[src/rtl/panic_define.v]
// Shared descriptor field widths for the PANIC datapath.
// Every block that carries parser descriptors takes its widths from here.
`ifndef PANIC_DEFINE_V
`define PANIC_DEFINE_V

`define PANIC_DESC_PRIO_SIZE     5
`define PANIC_DESC_CHAIN_SIZE    16
`define PANIC_DESC_TIME_SIZE     16
`define PANIC_DESC_LEN_SIZE      16
`define PANIC_DESC_FLOW_ID_SIZE  8

`define PANIC_DESC_WIDTH (`PANIC_DESC_PRIO_SIZE + `PANIC_DESC_CHAIN_SIZE + `PANIC_DESC_TIME_SIZE + `PANIC_DESC_LEN_SIZE + `PANIC_DESC_FLOW_ID_SIZE)

`endif

[src/rtl/panic_desc_gen_pkg.sv]
// panic_desc_gen_pkg
//   Shared types for the descriptor generator: field widths (taken from
//   panic_define.v), the packed descriptor, the FIFO entry layout and a
//   saturating length adder.
`include "panic_define.v"

package panic_desc_gen_pkg;

   localparam int PRIO_W    = `PANIC_DESC_PRIO_SIZE;
   localparam int CHAIN_W   = `PANIC_DESC_CHAIN_SIZE;
   localparam int TIME_W    = `PANIC_DESC_TIME_SIZE;
   localparam int LEN_W     = `PANIC_DESC_LEN_SIZE;
   localparam int FLOW_ID_W = `PANIC_DESC_FLOW_ID_SIZE;
   localparam int DESC_W    = `PANIC_DESC_WIDTH;
   localparam int ENTRY_W   = DESC_W + LEN_W;

   typedef struct packed {
      logic [PRIO_W-1:0]    prio;
      logic [CHAIN_W-1:0]   chain;
      logic [TIME_W-1:0]    tstamp;
      logic [LEN_W-1:0]     pk_len;
      logic [FLOW_ID_W-1:0] flow_id;
   } desc_t;

   typedef struct packed {
      desc_t            desc;
      logic [LEN_W-1:0] byte_cnt;
   } entry_t;

   // Sticks at all-ones instead of wrapping on very long frames.
   function automatic logic [LEN_W-1:0] len_sat_add(input logic [LEN_W-1:0] a,
                                                    input logic [LEN_W-1:0] b);
      logic [LEN_W:0] sum;
      sum = {1'b0, a} + {1'b0, b};
      return sum[LEN_W] ? {LEN_W{1'b1}} : sum[LEN_W-1:0];
   endfunction

endpackage

[src/rtl/panic_desc_fifo.sv]
// panic_desc_fifo
//   Small synchronous FIFO holding finished descriptors.
//   Ports:
//     clk, rst_n        clock, async active-low reset
//     push, push_data   write strobe / entry (ignored when full and not popping)
//     pop               read strobe (ignored when empty)
//     pop_data          head entry, zero while empty
//     valid             FIFO not empty
//     count             current occupancy 0..DEPTH
module panic_desc_fifo #(
   parameter int WIDTH = 8,
   parameter int DEPTH = 4
) (
   input  logic                       clk,
   input  logic                       rst_n,
   input  logic                       push,
   input  logic [WIDTH-1:0]           push_data,
   input  logic                       pop,
   output logic [WIDTH-1:0]           pop_data,
   output logic                       valid,
   output logic [$clog2(DEPTH+1)-1:0] count
);

   localparam int AW = (DEPTH > 1) ? $clog2(DEPTH) : 1;
   localparam int CW = $clog2(DEPTH + 1);

   logic [WIDTH-1:0] mem [DEPTH];
   logic [AW-1:0]    wr_ptr;
   logic [AW-1:0]    rd_ptr;
   logic             do_push;
   logic             do_pop;

   function automatic logic [AW-1:0] next_ptr(input logic [AW-1:0] p);
      return (p == AW'(DEPTH - 1)) ? '0 : p + AW'(1);
   endfunction

   assign valid    = (count != '0);
   assign do_pop   = pop && valid;
   // A pop in the same cycle frees the slot a push into a full FIFO needs.
   assign do_push  = push && ((count != CW'(DEPTH)) || do_pop);
   assign pop_data = valid ? mem[rd_ptr] : '0;

   always_ff @(posedge clk or negedge rst_n) begin
      if (!rst_n) begin
         wr_ptr <= '0;
         rd_ptr <= '0;
         count  <= '0;
      end else begin
         if (do_push) wr_ptr <= next_ptr(wr_ptr);
         if (do_pop)  rd_ptr <= next_ptr(rd_ptr);
         case ({do_push, do_pop})
            2'b10:   count <= count + CW'(1);
            2'b01:   count <= count - CW'(1);
            default: count <= count;
         endcase
      end
   end

   always_ff @(posedge clk) begin
      if (do_push) mem[wr_ptr] <= push_data;
   end

endmodule

[src/rtl/panic_desc_gen.sv]
// panic_desc_gen
//   Watches a frame stream (no backpressure), requests a descriptor from the
//   header parser at each start of frame, measures the frame length from
//   tkeep and queues {descriptor, byte count} for downstream.
//   A frame is only accepted when the FIFO has room at its SOP; otherwise it
//   is dropped whole.
//   Optional build macro: PANIC_DESC_DROP_CNT_EN adds drop_cnt.
//   Ports:
//     clk, rst_n              clock, async active-low reset
//     s_axis_*                monitored stream (tdata unused, tkeep counted)
//     desc_req                SOP seen this cycle (combinational)
//     desc_next               descriptor consumed from parser this cycle
//     s_desc_*                parser descriptor fields
//     m_desc_valid/ready      FIFO head handshake
//     m_desc_*                FIFO head fields, m_desc_byte_cnt = frame bytes
//     drop_cnt                refused SOP count (only with the macro)
//
//   state   | meaning
//   --------+-------------------------------------------
//   IDLE    | waiting for SOP, any valid beat starts a frame
//   BODY    | inside an accepted frame, counting bytes
//   DROP    | inside a refused frame, waiting for tlast
`include "panic_define.v"

module panic_desc_gen
   import panic_desc_gen_pkg::*;
#(
   parameter int DATA_WIDTH = 256,
   parameter int KEEP_WIDTH = DATA_WIDTH / 8,
   parameter int FIFO_DEPTH = 4
) (
   input  logic                                clk,
   input  logic                                rst_n,
   input  logic [DATA_WIDTH-1:0]               s_axis_tdata,
   input  logic [KEEP_WIDTH-1:0]               s_axis_tkeep,
   input  logic                                s_axis_tvalid,
   input  logic                                s_axis_tlast,
   output logic                                desc_req,
   output logic                                desc_next,
   input  logic [`PANIC_DESC_PRIO_SIZE-1:0]    s_desc_prio,
   input  logic [`PANIC_DESC_CHAIN_SIZE-1:0]   s_desc_chain,
   input  logic [`PANIC_DESC_TIME_SIZE-1:0]    s_desc_time,
   input  logic [`PANIC_DESC_LEN_SIZE-1:0]     s_desc_pk_len,
   input  logic [`PANIC_DESC_FLOW_ID_SIZE-1:0] s_desc_flow_id,
   output logic                                m_desc_valid,
   input  logic                                m_desc_ready,
   output logic [`PANIC_DESC_PRIO_SIZE-1:0]    m_desc_prio,
   output logic [`PANIC_DESC_CHAIN_SIZE-1:0]   m_desc_chain,
   output logic [`PANIC_DESC_TIME_SIZE-1:0]    m_desc_time,
   output logic [`PANIC_DESC_LEN_SIZE-1:0]     m_desc_pk_len,
   output logic [`PANIC_DESC_FLOW_ID_SIZE-1:0] m_desc_flow_id,
   output logic [`PANIC_DESC_LEN_SIZE-1:0]     m_desc_byte_cnt
`ifdef PANIC_DESC_DROP_CNT_EN
   ,
   output logic [31:0]                         drop_cnt
`endif
);

   localparam logic [1:0] ST_IDLE = 2'd0;
   localparam logic [1:0] ST_BODY = 2'd1;
   localparam logic [1:0] ST_DROP = 2'd2;

   localparam int CNT_W = $clog2(FIFO_DEPTH + 1);
   localparam int PC_W  = $clog2(KEEP_WIDTH + 1);

   logic [1:0]       state_q;
   logic [1:0]       state_d;
   desc_t            in_desc;
   desc_t            lat_desc_q;
   logic [LEN_W-1:0] byte_cnt_q;
   logic [LEN_W-1:0] beat_bytes;
   logic [PC_W-1:0]  keep_pop;
   logic [CNT_W-1:0] fifo_cnt;
   logic             fifo_valid;
   logic             sop;
   logic             accept;
   logic             body_beat;
   logic             push;
   logic             pop;
   entry_t           push_entry;
   entry_t           head_entry;
   logic             unused_tdata;

   assign unused_tdata = ^s_axis_tdata;

   assign in_desc = '{prio:    s_desc_prio,
                      chain:   s_desc_chain,
                      tstamp:  s_desc_time,
                      pk_len:  s_desc_pk_len,
                      flow_id: s_desc_flow_id};

   always_comb begin
      keep_pop = '0;
      for (int i = 0; i < KEEP_WIDTH; i++) begin
         keep_pop = keep_pop + PC_W'(s_axis_tkeep[i]);
      end
   end

   assign beat_bytes = LEN_W'(keep_pop);

   // Occupancy is checked before any same-cycle pop, so a full FIFO refuses
   // the SOP even if downstream drains an entry on that very edge.
   assign sop       = s_axis_tvalid && (state_q == ST_IDLE);
   assign accept    = sop && (fifo_cnt < CNT_W'(FIFO_DEPTH));
   assign body_beat = s_axis_tvalid && (state_q == ST_BODY);
   assign push      = (accept && s_axis_tlast) || (body_beat && s_axis_tlast);
   assign pop       = fifo_valid && m_desc_ready;

   assign desc_req  = sop;
   assign desc_next = accept;

   // Single-beat frames bypass the latch and push the parser fields directly.
   always_comb begin
      push_entry.desc     = lat_desc_q;
      push_entry.byte_cnt = len_sat_add(byte_cnt_q, beat_bytes);
      if (sop) begin
         push_entry.desc     = in_desc;
         push_entry.byte_cnt = beat_bytes;
      end
   end

   always_comb begin
      state_d = state_q;
      case (state_q)
         ST_IDLE: begin
            if (s_axis_tvalid && !s_axis_tlast) state_d = accept ? ST_BODY : ST_DROP;
         end
         ST_BODY, ST_DROP: begin
            if (s_axis_tvalid && s_axis_tlast) state_d = ST_IDLE;
         end
         default: state_d = ST_IDLE;
      endcase
   end

   always_ff @(posedge clk or negedge rst_n) begin
      if (!rst_n) begin
         state_q    <= ST_IDLE;
         lat_desc_q <= '0;
         byte_cnt_q <= '0;
      end else begin
         state_q <= state_d;
         if (accept) begin
            lat_desc_q <= in_desc;
            byte_cnt_q <= beat_bytes;
         end else if (body_beat) begin
            byte_cnt_q <= len_sat_add(byte_cnt_q, beat_bytes);
         end
      end
   end

`ifdef PANIC_DESC_DROP_CNT_EN
   logic refuse;
   assign refuse = sop && !accept;

   always_ff @(posedge clk or negedge rst_n) begin
      if (!rst_n) begin
         drop_cnt <= '0;
      end else if (refuse && (drop_cnt != 32'hFFFF_FFFF)) begin
         drop_cnt <= drop_cnt + 32'd1;
      end
   end
`else
`endif

   panic_desc_fifo #(
      .WIDTH (ENTRY_W),
      .DEPTH (FIFO_DEPTH)
   ) u_fifo (
      .clk       (clk),
      .rst_n     (rst_n),
      .push      (push),
      .push_data (push_entry),
      .pop       (pop),
      .pop_data  (head_entry),
      .valid     (fifo_valid),
      .count     (fifo_cnt)
   );

   assign m_desc_valid    = fifo_valid;
   assign m_desc_prio     = head_entry.desc.prio;
   assign m_desc_chain    = head_entry.desc.chain;
   assign m_desc_time     = head_entry.desc.tstamp;
   assign m_desc_pk_len   = head_entry.desc.pk_len;
   assign m_desc_flow_id  = head_entry.desc.flow_id;
   assign m_desc_byte_cnt = head_entry.byte_cnt;

endmodule

[config.mk]
export PLATFORM = sky130hd
export DESIGN_NAME = panic_desc_gen
export DESIGN_NICKNAME = d
export VERILOG_FILES = /design/src/rtl/panic_desc_gen_pkg.sv /design/src/rtl/panic_desc_fifo.sv /design/src/rtl/panic_desc_gen.sv
export VERILOG_INCLUDE_DIRS = /design/src /design/src/rtl
export SDC_FILE = /design/constraint.sdc
export NUM_CORES = 1
export LEC_CHECK = 0
export ABC_AREA = 1
export BUFFER_PORTS_ARGS = -buffer_cell sky130_fd_sc_hd__clkbuf_2
export CORE_MARGIN = 3
export CORE_UTILIZATION = 49
export CTS_BUF_LIST = sky130_fd_sc_hd__clkbuf_8
export DETAILED_ROUTE_END_ITERATION = 7
export GPL_ROUTABILITY_DRIVEN = 0
export PLACE_DENSITY = 0.84
export SLEW_MARGIN = 10
export SYNTH_ARGS = -nofsm -noshare
export SYNTH_HDL_FRONTEND = slang
export SYNTH_SLANG_ARGS = --single-unit
[constraint.sdc]
create_clock -name clk -period 6.45 [get_ports clk]
set_input_delay 0 -clock clk [delete_from_list [all_inputs] [get_ports clk]]
set_output_delay 0 -clock clk [all_outputs]
set_load 0.03 [all_outputs]
**After elaboration in Yosys (flattened, before gate mapping)**

Memory sizes are Yosys's and may differ from the RTL's.
Cells that the tools add are included.

- Eq/ne operators: 9
- Order comparisons: 1
- Reductions and logical operators: 19
- Mux-type cells: 14
- Add/subtract/negate cells: 36

Operator list:

| kind | number |
|---|---|
| adder 6 x 1 -> 6 bit | 26 |
| two-way mux 77 bit | 2 |
| two-way mux 16 bit | 3 |
| adder 16 x 6 -> 17 bit | 1 |
| logical AND 1 bit | 10 |
| two-way mux 2 bit | 5 |
| equality test 2 bit (second input constant) | 4 |
| adder 5 x 1 -> 6 bit | 1 |
| one-hot mux 3 bit (2 select lines) | 1 |
| adder 4 x 1 -> 5 bit | 1 |
| adder 2 x 1 -> 2 bit (second input constant) | 2 |
| adder 3 x 1 -> 4 bit | 1 |
| equality test 2 x 1 -> 1 bit (second input constant) | 2 |
| one-hot mux 2 bit (2 select lines) | 1 |
| nonzero test 2 bit | 2 |
| adder 2 x 1 -> 3 bit | 1 |
| adder 3 x 1 -> 3 bit (second input constant) | 1 |
| < comparator 3 bit (second input constant) | 1 |
| inequality test 3 bit (second input constant) | 1 |
| nonzero test 3 bit | 1 |
| subtractor 3 x 1 -> 3 bit (second input constant) | 1 |
| adder 1 x 1 -> 2 bit | 1 |
| zero test 2 bit | 1 |
| logical OR 1 bit | 2 |
| 6 further kinds | 7 |

- Output and inout bits: 80
- Register bits after elaboration: 86
- Bits in writable memories: 308
- Memories kept: 1
- Input bits: 354
- Word-level logic and storage cells: 90

Memories:

| memory | depth | bits a word | read ports | clocked after memory_dff | wr ports | line | RTL |
|---|---|---|---|---|---|---|---|
| u_fifo.mem | 4 | 77 | 1 | 0 | 1 | panic_desc_fifo.sv:27 | `logic [WIDTH-1:0] mem [DEPTH];` |

**Logic depth before layout (Yosys ltp)**

- Depth after elaboration: 35
- Gate-level depth with buffers: 26
- Depth with buffers taken out: 26

**Hierarchy**

Synthesis repeated with hierarchy kept, for this count alone.

- Cells, all modules: 1707
- Area, all modules: 17834.6 µm²

Modules (own cells, without submodules):

| module | seq. area each (µm²) | area an instance (µm²) | instances | cells each |
|---|---|---|---|---|
| panic_desc_fifo | 9424.0 | 12441.9 | 1 | 965 |
| panic_desc_gen | 1976.9 | 5392.7 | 1 | 742 |

**Worst setup path after synthesis**

No wires, ideal clock.

- Path type: input to register
- Start point: in s_axis_tkeep[0]
- End point: mem u_fifo.mem[0][11] in the netlist's numbering, data pin
- Required time: 6193 ps
- Cell stages on the path: 22
- Setup slack: 1170 ps
- Arrival: 5023 ps
- Buffers on the path: 0
- Cell sequence: inv_1 fa_1 fa_1 fa_1 fa_1 fa_1 fa_1 inv_1 ha_1 inv_1 fa_1 o21ai_0 xor2_1 ha_1 nand2_1 nand2_1 a21boi_1 nand2_1 nand3b_1 nand3_1 nand2_1 inv_1

RTL lines:

| what | line | RTL |
|---|---|---|
| start, declared | panic_desc_gen.sv:35 | `input logic [KEEP_WIDTH-1:0] s_axis_tkeep,` |
| end, declared | panic_desc_fifo.sv:27 |  |

**Worst setup path after layout**

- Start point: in s_axis_tkeep[0]
- End point: reg byte_cnt_q[0]

- Longest elaborated chain between the ends: 35

RTL lines:

| what | line | RTL |
|---|---|---|
| adder 1 x 1 -> 2 bit (*) | panic_desc_gen.sv:95 | `keep_pop = keep_pop + PC_W'(s_axis_tkeep[i]);` |
| adder 2 x 1 -> 3 bit (*) | panic_desc_gen.sv:95 |  |
| adder 3 x 1 -> 4 bit (*) | panic_desc_gen.sv:95 |  |
| adder 4 x 1 -> 5 bit (*) | panic_desc_gen.sv:95 |  |
| adder 5 x 1 -> 6 bit (*) | panic_desc_gen.sv:95 |  |
| adder 6 x 1 -> 6 bit (*) (26 in series) | panic_desc_gen.sv:95 |  |
| adder 16 x 6 -> 17 bit | panic_desc_gen_pkg.sv:34 | `sum = {1'b0, a} + {1'b0, b};` |
| two-way mux 16 bit | panic_desc_gen_pkg.sv:35 | `return sum[LEN_W] ? {LEN_W{1'b1}} : sum[LEN_W-1:0];` |
| two-way mux 16 bit | panic_desc_gen.sv:145 | `end else if (body_beat) begin` |
| two-way mux 16 bit (*) | panic_desc_gen.sv:142 | `if (accept) begin` |
| end signal, assigned | panic_desc_gen.sv:144 | `byte_cnt_q <= beat_bytes;` |
| end signal, assigned | panic_desc_gen.sv:146 | `byte_cnt_q <= len_sat_add(byte_cnt_q, beat_bytes);` |
| end, declared | panic_desc_gen.sv:70 | `logic [LEN_W-1:0] byte_cnt_q;` |

Every way passes the cells marked *; elsewhere a longest branch is shown, timed or not. The select of a mux whose other input is x is not followed.
A chain may end at the register's enable or synchronous reset.

==> metrics.csv <==
metric,value,unit
outcome,completed,
r2r startpoint,state_q[0]$_DFFE_PN0P_,
synthesized area per cell,10.40,um2
post-synth cell types,37,
die area,38370,um2
Antenna Nets Post-Route,0,
post-CTS setup buffer count,0,
Port Buf Inserts,177,
"CP delay by family, top",adder cells,
top post-synthesis cells by count,"nor2_1, edfxtp_1, o21ai_0, nand2_1, inv_1",
number of flops mapped to enable cells by yosys,308,
met1 WL,17450,um
MaxCap Viol Count,0,
Initial Utilization,0.5040,
Async SR Flop Fraction,0.2183,
Critical path buffers and inverters,7,
Filler cells,2659,
"Slowest-stage cell, CP",fa_1,
# rows,68,
Overall Global Routing Usage,0.2182,
type of the worst setup path,input port to flop,
critical path arrival,5970,ps
ratio of cells with drive above 1 in the final layout,0.1499,
Rel. slew slack,0.2407,
via count,13040,
"count leader, synth",nor2_1,
CORE AREA,35050,um2
# DRC,0,
Max rail drop VDD,0.0004774,V
TritonCTS clock tree,built,
total clock sinks,394,
fin nets,2333,
DR top layer,met4,
Num CTS Buffers,60,
total wire length,42600,um
Ant. Diodes,0,
P per Cell Area,566.3,nW/um2
Root Driver,clkbuf_8,
I/O pins,434,
"Max FO, Critical Path",16,
CP Launch Type,input port,
Leakage Power,8.709,nW
Mapped Cells,1698,
Final Hold Violating Endpoints,0,
Min-Delay Startpoint,s_desc_pk_len[13],
DRT Pass-1 Iters,6,
Post-Syn Area,17670,um2
GRT Residual Overflow,0,
metal2 WL,20750,um
Fmax achieved,0.1821,GHz
first-pass GRT wire length,66920,um
post-synthesis sequential area ratio,0.6453,
Wirelength per Cell,17.49,um
Crit path largest cell delay,600,ps
Post-Syn Nets,2099,
pin count of the biggest net entering global routing,92,
RSZ-0062 raised after global routing,no,
worst-skew pair later-pin latency,610,ps
"area leader, netlist",edfxtp_1,
Clock Skew,33.81,ps
final setup fails,0,
antenna violations before repair,0,
DP HPWL,23990,um
"CTS clk-pin slew, worst paths",70,ps
CTS H-Tree Depth,2,
share of the synthesized area in the top cell type,0.5235,
Yosys warning total,0,
Sum Neg Setup Slack,0,ps
CP startpoint,s_axis_tkeep[0],
vias in the first global route,13110,
Slew Limit Fails,0,
Vias/cell,5.351,
"Top FF cell, synth",edfxtp_1,
Die Y,195.9,um
Longest Clk Path Bufs,3,
Worst setup EP type,flop,
#FFs+latches synth,394,
"Core Util, Final",0.5924,
"top cells by area, synth","edfxtp_1, dfrtp_1, o21ai_0",
cell mode on critical path,fa_1,
Tmin final,5493,ps
required time of the worst setup path,6930,ps
worst slew pin tran,1136,ps
fin crit share,0.8516,
DR iter-0 viols,1171,
area grow syn2layout,17.54,%
DR WL met3,3030,um
HP Class,input port to flop,
Die W,195.9,um
==> what timing repair did <==
action	CTS	global route
hold buffers	71	0
gates resized for setup	0	0
hold endpoints to repair	352	0
==> registers in the layout, summed over array words and instances, names as in the netlist <==
signal / cells
u_fifo.wr_ptr: 2
lat_desc_q: 61
u_fifo.rd_ptr: 2
u_fifo.mem: 308
state_q: 2
u_fifo.count: 3
byte_cnt_q: 16
==> power by group <==
part	internal, mW	switching [mW]	leakage, nW
clock network	1.06	0.937	0.667
registers	3.76	0.265	3.88
logic	1.70	4.04	4.17
total	6.52	5.24	8.71
==> final cells by class <==
class                      instances  area [um2]  share of cell area
inverter                         157       596.8             0.02874
clock buffer                      66       908.4             0.04375
tap                              455       569.3             0.02742
multi-input combinational       1056        5300              0.2552
sequential                       394       11410              0.5493
clock inverter                    45       262.8             0.01265
timing repair buffer             263        1722             0.08291
==> cell families after synthesis <==
| kind of cell | synth area share |
|---|---|
| AOI/OAI and AO/OA | 0.1091 |
| DFF | 0.6453 |
| and+or+nand+nor | 0.1407 |
| adders and majority gates | 0.04433 |
| buffers and inverters | 0.05666 |
| xor gates and xnor gates | 0.003966 |
==> cells in the final DEF (no fill, tap or decap), types with 3 or more instances in the layout <==
cell,instances
a21oi_1,89
a31oi_1,3
buf_4,16
bufinv_16,3
clkbuf_2,176
clkbuf_8,66
clkinv_1,16
clkinv_2,5
dfrtp_1,84
dlygate4sd3_1,70
edfxtp_1,308
fa_1,26
ha_1,21
inv_1,169
inv_2,5
nand2_1,236
nand2_2,4
nand2_4,4
nand3_1,28
nand3b_1,4
nand4_1,5
nor2_1,324
nor2_4,5
o21ai_0,271
o21ai_1,15
xnor2_1,3
xor2_1,5
==> worst reg2reg max path, cell delays in order, from the launching register on <==
cell and delay [ps]:
dfrtp_1 390, inv_1 90, ha_1 240, nand2_4 320
clkinv_4 220, nand2_4 260, nand2_4 200, nand3_4 200
nor2_4 540, buf_4 900
==> per-stage QoR <==
step | cells | hold WS (ps) | area, um2 | setup WS (ps) | power [mW]
final | 2436 | 211.4 | 20760 | 957.1 | 11.76
after global routing | 2436 | 202.3 | 20760 | 652.4 | 12.64
after CTS | 2436 | 170.0 | 20760 | 967.8 | 11.76
after detailed placement | 2254 | 1.738 | 18870 | 491.5 | 9.715
after global placement | 2254 | -3.083 | 18870 | 626.3 | 9.427
after floorplan | 1698 | -295.6 | 17670 | 1170 | 8.159
==> path summary, 6_finish.rpt <==
kind / slack (ps) / cells past startpoint / to
setup / recovery: 960 / 26 / byte_cnt_q[0]$_DFFE_PN0P_
hold / removal: 210 / 4 / lat_desc_q[21]$_DFFE_PN0P_
setup reg to reg: 2680 / 9 / u_fifo.mem[1][61]$_DFFE_PP_
hold reg to reg: 490 / 2 / lat_desc_q[5]$_DFFE_PN0P_
max in group asynchronous: 5120 / 4 / lat_desc_q[47]$_DFFE_PN0P_
min in group asynchronous: 490 / 4 / lat_desc_q[24]$_DFFE_PN0P_
==> per-layer routing <==
| metal | GRT usage | up-vias |
|---|---|---|
| li1 | - | 6143 |
| met1 | 0.2809 | 6229 |
| met2 | 0.3700 | 554 |
| met3 | 0.03761 | 110 |
| met4 | 0.08793 | 0 |
| met5 | 0 | - |
Power figures use the tool's default switching activity.
